File: src/rtl/usb_token_crc5_ctrl_pkg.sv
// rtl/usb_token_crc5_ctrl_pkg.sv - shared types and constants for the USB token CRC5 block
//
// Contents:
//   state_t      - controller states IDLE / SHIFT / DONE
//   TOKEN_W      - token field width (7-bit address + 4-bit endpoint)
//   CRC_W        - CRC width
//   CRC5_POLY    - x^5 + x^2 + 1, low terms only
//   CRC5_INIT    - LFSR preset
//   crc5_to_wire - final LFSR state to transmitted CRC (inverted, bit-reversed)
package usb_token_crc5_ctrl_pkg;

    localparam int TOKEN_W = 11;
    localparam int CRC_W   = 5;

    localparam logic [CRC_W-1:0] CRC5_POLY = 5'b00101;
    localparam logic [CRC_W-1:0] CRC5_INIT = 5'h1F;

    typedef enum logic [1:0] {
        IDLE  = 2'd0,
        SHIFT = 2'd1,
        DONE  = 2'd2
    } state_t;

    // The LFSR MSB is sent first, so wire bit i is the complement of lfsr[4-i].
    function automatic logic [CRC_W-1:0] crc5_to_wire(input logic [CRC_W-1:0] lfsr);
        logic [CRC_W-1:0] w;
        for (int i = 0; i < CRC_W; i++) begin
            w[i] = ~lfsr[CRC_W-1-i];
        end
        return w;
    endfunction

endpackage

File: src/rtl/crc5_serial_step.sv
// rtl/crc5_serial_step.sv - combinational single-bit CRC5 LFSR update
//
// Ports:
//   lfsr      in  [4:0] current LFSR state
//   bit_in    in        next token bit (wire order)
//   lfsr_next out [4:0] LFSR state after consuming bit_in
module crc5_serial_step
    import usb_token_crc5_ctrl_pkg::*;
(
    input  logic [CRC_W-1:0] lfsr,
    input  logic             bit_in,
    output logic [CRC_W-1:0] lfsr_next
);

    logic fb;

    assign fb        = bit_in ^ lfsr[CRC_W-1];
    assign lfsr_next = {lfsr[CRC_W-2:0], 1'b0} ^ (fb ? CRC5_POLY : {CRC_W{1'b0}});

endmodule

File: src/rtl/usb_token_crc5_ctrl.sv
// rtl/usb_token_crc5_ctrl.sv - bit-serial USB token CRC5 generate/check controller
//
// Ports:
//   clk       in              rising-edge clock
//   reset     in              asynchronous active-high reset
//   start     in              begin an operation (accepted only in IDLE)
//   mode      in              0 = generate, 1 = check (captured with start)
//   token_in  in  [TOKEN_W]   token field, bit 0 first on the wire
//   crc_in    in  [5]         received CRC5, bit 0 first on the wire
//   abort     in              cancel an operation in SHIFT
//   busy      out             high while shifting
//   done      out             one-cycle completion pulse
//   crc_out   out [5]         computed CRC5, wire order, held between operations
//   crc_ok    out             check-mode match flag, held between operations
module usb_token_crc5_ctrl
    import usb_token_crc5_ctrl_pkg::*;
#(
    parameter int               TOKEN_W  = usb_token_crc5_ctrl_pkg::TOKEN_W,
    parameter logic [CRC_W-1:0] CRC_INIT = usb_token_crc5_ctrl_pkg::CRC5_INIT
)(
    input  logic               clk,
    input  logic               reset,
    input  logic               start,
    input  logic               mode,
    input  logic [TOKEN_W-1:0] token_in,
    input  logic [CRC_W-1:0]   crc_in,
    input  logic               abort,
    output logic               busy,
    output logic               done,
    output logic [CRC_W-1:0]   crc_out,
    output logic               crc_ok
);

    localparam int               CNT_W    = $clog2(TOKEN_W + 1);
    localparam logic [CNT_W-1:0] LAST_BIT = CNT_W'(TOKEN_W - 1);

    state_t             state;
    state_t             state_nxt;
    logic [TOKEN_W-1:0] tok_sr;
    logic [CRC_W-1:0]   crc_cap;
    logic               mode_q;
    logic [CRC_W-1:0]   lfsr;
    logic [CRC_W-1:0]   lfsr_step;
    logic [CRC_W-1:0]   crc_calc;
    logic [CNT_W-1:0]   bit_cnt;
    logic               last_bit;

    // The captured token is shifted right so the bit being consumed is always tok_sr[0].
    crc5_serial_step u_step (
        .lfsr      (lfsr),
        .bit_in    (tok_sr[0]),
        .lfsr_next (lfsr_step)
    );

    assign crc_calc = crc5_to_wire(lfsr_step);
    assign last_bit = (bit_cnt == LAST_BIT);

    always_ff @(posedge clk or posedge reset) begin
        if (reset) begin
            state <= IDLE;
        end else begin
            state <= state_nxt;
        end
    end

    always_comb begin
        state_nxt = state;
        case (state)
            IDLE:    if (start && !abort) state_nxt = SHIFT;
            SHIFT: begin
                if (abort)         state_nxt = IDLE;
                else if (last_bit) state_nxt = DONE;
            end
            DONE:    state_nxt = IDLE;
            default: state_nxt = IDLE;
        endcase
    end

    assign busy = (state == SHIFT);
    assign done = (state == DONE);

    // Results are written only on the final shift, so an abort or an ignored
    // start leaves crc_out/crc_ok exactly as the last completed operation left them.
    always_ff @(posedge clk or posedge reset) begin
        if (reset) begin
            tok_sr  <= '0;
            crc_cap <= '0;
            mode_q  <= 1'b0;
            lfsr    <= CRC_INIT;
            bit_cnt <= '0;
            crc_out <= '0;
            crc_ok  <= 1'b0;
        end else begin
            case (state)
                IDLE: begin
                    if (start && !abort) begin
                        tok_sr  <= token_in;
                        crc_cap <= crc_in;
                        mode_q  <= mode;
                        lfsr    <= CRC_INIT;
                        bit_cnt <= '0;
                    end
                end
                SHIFT: begin
                    if (!abort) begin
                        lfsr    <= lfsr_step;
                        tok_sr  <= tok_sr >> 1;
                        bit_cnt <= bit_cnt + 1'b1;
                        if (last_bit) begin
                            crc_out <= crc_calc;
                            crc_ok  <= mode_q && (crc_calc == crc_cap);
                        end
                    end
                end
                default: ;
            endcase
        end
    end

endmodule

File: config.mk
export PLATFORM = sky130hd
export DESIGN_NAME = usb_token_crc5_ctrl
export DESIGN_NICKNAME = d
export VERILOG_FILES = /design/src/rtl/usb_token_crc5_ctrl_pkg.sv /design/src/rtl/crc5_serial_step.sv /design/src/rtl/usb_token_crc5_ctrl.sv
export SDC_FILE = /design/constraint.sdc
export NUM_CORES = 1
export LEC_CHECK = 0
export CELL_PAD_IN_SITES_DETAIL_PLACEMENT = 0
export CELL_PAD_IN_SITES_GLOBAL_PLACEMENT = 1
export CORE_ASPECT_RATIO = 1.1
export CORE_MARGIN = 1
export CORE_UTILIZATION = 40
export CTS_CLUSTER_DIAMETER = 30
export CTS_CLUSTER_SIZE = 14
export DETAILED_ROUTE_END_ITERATION = 8
export GPL_ROUTABILITY_DRIVEN = 0
export GPL_TIMING_DRIVEN = 0
export PLACE_DENSITY = 0.87
export SYNTH_ARGS = -nofsm -noshare
export SYNTH_HDL_FRONTEND = slang
export SYNTH_SLANG_ARGS = --single-unit
File: constraint.sdc
create_clock -name clk -period 2 [get_ports clk]
set_clock_uncertainty 0.05 [all_clocks]
set_input_delay 0.6 -clock clk [delete_from_list [all_inputs] [get_ports clk]]
set_output_delay 0.6 -clock clk [all_outputs]
set_load 0.005 [all_outputs]
* Yosys cells after proc, flatten, opt, wreduce, memory -nomap -nowiden
Cells that the tools add are included.
** Cells by class
- Divide/modulo/power cells :: 0
- Bitwise operators :: 8
- Muxes and demuxes :: 14
- Reductions and logical operators :: 9
- Multiply operators :: 0
- Add/subtract/negate cells :: 1
- Order comparisons :: 0
- Eq/ne operators :: 7
- Shifts and indexed selects :: 0
** Operator list (count)
- $mux W11 :: 2
- $pmux W11 S2 :: 1
- $mux W5 :: 2
- $pmux W5 S2 :: 1
- $mux W4 :: 2
- $pmux W4 S2 :: 1
- $mux W2 :: 3
- $not A1 Y1 :: 6
- $reduce_and A3 Y1 :: 2
- $eq A5 B5 Y1 :: 1
- $xor A5 B5 Y5 :: 1
- $add A4 B1 Y4 const B :: 1
- $eq A4 B4 Y1 const B :: 1
- $ne A2 B2 Y1 const B :: 2
- $pmux W2 S2 :: 1
- $reduce_and A2 Y1 :: 2
- $mux W3 :: 1
- $ne A3 B2 Y1 const B :: 1
- $eq A2 B1 Y1 const B :: 1
- $eq A2 B2 Y1 const B :: 1
- $logic_and A1 B1 Y1 :: 2
- $logic_not A2 Y1 :: 1
- $reduce_bool A2 Y1 :: 1
- $logic_not A1 Y1 :: 1
- $xor A1 B1 Y1 :: 1
** Storage, ports and cells
- Output and inout bits :: 8
- Bits in latches :: 0
- Logic and storage cells :: 47
- Memory bits (writable) :: 0
- Memory bits (read-only) :: 0
- Register bits after elaboration :: 34
- Memories kept :: 0
- Input port bits :: 21

* Longest topological paths before layout
- Depth after elaboration :: 6
- Gate-level depth with buffers :: 6
- Gate-level depth less buffers :: 6

* Modules after synthesis
Synthesis repeated with hierarchy kept, for this count alone.
** Second synthesis, totals
- Cells, all modules :: 136
- Area, all modules :: 1597.8 um2
** By module, submodules not included
- usb_token_crc5_ctrl :: area each 1535.2 um2, seq. area each 857.1 um2, times used 1, cells each 130
- crc5_serial_step :: area each 62.6 um2, seq. area each 0.0 um2, times used 1, cells each 6

* Least setup slack after synthesis
OpenSTA, ideal clock, no wires.
- Path type :: input to register
- Start :: input port abort
- End :: register crc_out[2]
- Data arrival time :: 1.671 ns
- Cell stages on the path :: 4
- Required time :: 1.825 ns
- Setup time :: 0.125 ns
- Setup slack :: 0.154 ns
- Buffers on the path :: 0
- Cells stage by stage :: or3b_1 > or2_1 > inv_1 > mux2_2
** Between the ends
- Cells in the longest elaborated chain, start to end :: 2
** RTL lines
- start: declaration :: RTL line usb_token_crc5_ctrl.sv:27 : input logic abort,
- $not A1 Y1 (no line)
- $reduce_and A3 Y1 (no line)
- end signal: assignment :: RTL line usb_token_crc5_ctrl.sv:110 : crc_out <= crc_calc;
- end: declaration :: RTL line usb_token_crc5_ctrl.sv:30 : output logic [CRC_W-1:0] crc_out,
No other way between the ends.
A chain may end at the register's enable or synchronous reset.

* Worst setup path after layout
Ends and elaborated chain as after synthesis.

==> results.txt <==
The flow ran to the end, and the final reports show no timing, DRC or antenna violations. After synthesis, the mean cell area works out to 12.0 sq um. The library cell used most frequently in the layout, excluding fill and tap cells, is dfrtp_1.

In the synthesized netlist the dominant register cell turns out to be dfrtp_1. The library cell used as clock root buffer is clkbuf_8. Setup repair after global routing left no endpoint under its margin. The minimum clock period came out at 1.92 ns.

Counting flops with a built-in enable in the synthesized netlist gives 0. The vias after detailed routing is 1107. The post-synthesis net count is 151. The net count of the finished layout is 191. After detailed routing, the number of vias per cell comes to 5.05. Setup violations remaining at the end of the flow were counted as 0. The die covers 4080 sq um.

For the worst-case clock buffer depth, the log shows 2. In this run the remaining antenna-violating nets after routing total 0. The worst path meets setup with 0.0835 ns of slack. The count of cells in the finished layout, fillers not included, comes to 219.

The number of synthesized register bits was 34; the synthesis-to-layout area growth was 34.6%. At the pin with the least slew margin, the transition time is 0.593 ns. The startpoint identified for the worst register-to-register timing path is state[0]. For this block, the initial DRC count from the detailed router was 9. The nature of the critical path startpoint is an input pin. The logs give 1530 sq um for the post-synthesis instance area and 23 for the number of cell rows. The worst hold path begins at crc_out[0]. TritonCTS created 5 clock buffers.

The die is 61.0 um wide. The type of element capturing the critical path is a flop. The sum of overflow across all layers after global routing was 0. Of all nets on the critical path, the largest fanout is 5. The first global-routing pass estimated 5.14 mm of wire. The number of cells on the worst hold path was 2; the pin count of the biggest net entering global routing was 35. The worst hold path terminates at crc_out[0]. For this run, the detailed router's first-pass iteration total came to 4.

The share of cell area taken by muxes after synthesis is 12.4%. For this configuration, the core starts out at a cell density of 41.9%. For the via count of the first global-routing pass, the log shows 1151.

Setup slack on the worst reg-to-reg path comes out at 0.21 ns. The critical path in this run is classified as input pin to flop. In the routed design, unresolved DRC markers number 0. The distinct cell type count after synthesis came out at 31. Counting cells, the worst reg-to-reg path comes to 5. The clock reaches the later pin of the worst-skew pair after 0.28 ns.

After layout, the worst path uses 95.8% of the clock period. The cell leakage power was 0.863 nW. The number of fill cells is 323, and the overall track demand over capacity in global routing is 17.5%. The library cells used most frequently in the layout, excluding fill and tap cells, are dfrtp_1, clkdlybuf4s50_1, a21oi_1. Summing the areas of all xor and xnor instances in the mapped netlist gives 4.57% of the synthesized area.

The critical path's largest stage delay was 0.42 ns; the number of buffer cells added on primary ports was 28. TritonCTS built the clock tree. The endpoint identified for the worst register-to-register timing path is crc_out[2]. Worst path arrival time: 2.04 ns. Traced cell by cell, the critical path runs through dlygate4sd2_1 -> or3b_4 -> or2_4 -> inv_2 -> mux2_2.

The die height works out to 66.9 um. The tools report the startpoint of the worst setup timing path as abort. The floorplan core area was 3650 sq um; the post-cts hold buffer count was 0. The total wirelength of the detailed-routed design was 3.04 mm; the worst vdd rail ir drop was 0.492 mV.

The largest individual stage delay along the critical path comes from the cell or3b_4. The number of placed I/O pins came out at 29. STA puts the critical path data required time at 2.12 ns. The maximum level of the CTS H-tree was 2; the final-report hold violation count was 0. Static timing analysis puts the maximum clock frequency at 0.522 GHz. The worst pin sits at a relative slew slack of 60.2%. The number of antenna violations at the first check in global routing is 0.

The adder-cell area share of the yosys netlist came out at 1.63%. The complex-gate fraction of the synthesized area came out at 12.7%. The total power consumption of the routed design was 0.00188 W; the setup TNS after final layout was 0 ns. The run gives 0 as the antenna diode count. The power per cell area came out at 910 nW/um^2.

Of the total synthesized cell area, the portion taken by AND, OR, NAND and NOR gates is 9.80%. Synthesis produced 128 cells. The cell total after placement was 206; the HPWL after detailed placement was 2.17 mm.

The tools report the number of violations of the max-capacitance limit as 0. During synthesis, Yosys emitted a total of 0 warnings. The tools report the register area share after synthesis as 55.9%. The run gives 34 as the clock sink count.

Clock-pin slew was measured on the worst setup and hold paths at 0.07 ns. The worst hold path belongs to the class flop to flop. Of the cells placed in the final design, the portion with a size suffix greater than 1 is 23.1%. The average routed wire per standard cell works out to 13.9 um. The count of pins over their slew limit was 0. The worst slack after detailed placement is -0.491 ns. The share of synthesized registers carrying an async set or reset came out at 100%. The combinational family with the most area after synthesis was compound AO/OA/AOI/OAI gates.
logic make-up (layout without fill, tap and decap cells):
family	after synthesis	count (layout)
xor+xnor	8	8
flops	34	34
simple gates	24	24
buf+inv	11	52
fa+ha+maj	2	2
mux	18	18
compound gates	31	31
flip-flops by register name (all words and copies together), names as in the netlist:
signal,count
tok_sr,11
mode_q,1
crc_cap,5
bit_cnt,4
lfsr,5
crc_ok,1
crc_out,5
state,2
synth_stat cells, drive strengths merged, types with 2 or more instances:
library cell	instances	area, sq um
a21oi	12	60.1
a2bb2oi	2	17.5
buf	3	15.0
clkbuf	4	15.0
dfrtp	29	726
dfstp	5	131
ha	2	25.0
inv	4	15.0
mux2	8	90.1
mux2i	10	100
nor2b	2	12.5
nor3	10	50.1
o21ai	10	50.1
o22a	3	26.3
or2	2	12.5
or3	2	12.5
xnor2	3	26.3
xor2	5	43.8
worst max-delay path, delay by kind of cell:
family                 cells  cell delay (ns)
AND/OR/NAND/NOR            2             0.71
multiplexers               1             0.34
buffers and inverters      2             0.39
where the power goes:
part           internal, W  leakage [nW]  switching [W]
sequential        0.000839         0.407       0.000102
clock             0.000277        0.0482       0.000239
combinational     0.000232         0.408       0.000188
total              0.00135         0.863       0.000529
stage by stage:
stage	hold WS (ns)	cell area, sq um	utilization [%]
after floorplan	0.416	1530	-
after global placement	0.436	1880	51.3
after detailed placement	0.450	1880	51.3
after CTS	0.466	2030	55.7
after global routing	0.485	2060	56.5
final	0.460	2060	56.5
worst max-delay path by stage:
stage | endpoint | slack (ns) | depth (start not counted)
6_report | crc_out[2] | 0.08 | 5
5_1_grt | crc_out[2] | 0.06 | 5
4_1_cts | tok_sr[9] | 0.04 | 6
3_5_place_dp | crc_out[2] | -0.49 | 5
3_3_place_gp | crc_out[4] | -0.48 | 5
2_1_floorplan | crc_out[2] | 0.15 | 4
cell type report:
type	instances	area [sq um]	area share [%]
clock inverters	1	5.00	0.243
repair buffers	33	334	16.2
well taps	50	62.6	3.03
inverters	4	15.0	0.728
plain buffers	7	40.0	1.94
clock buffers	7	86.3	4.18
multi-input cells	83	661	32.0
flip-flops and latches	34	860	41.7
routing by layer:
metal	GRT usage, %	vias to the layer above	wire length, um
met5	0	-	0
met4	5.97	0	30
met3	5.24	5	95
met2	27.4	19	1540
met1	22.6	540	1370
li1	-	543	-
repair_timing:
| action | CTS | global route |
|---|---|---|
| setup buffers | 4 | 0 |
| endpoints found under the setup margin | 15 | 10 |
| gates resized for setup | 16 | 2 |
| pin swaps | 1 | 0 |
No activity file was read; power rests on OpenSTA's default activity.
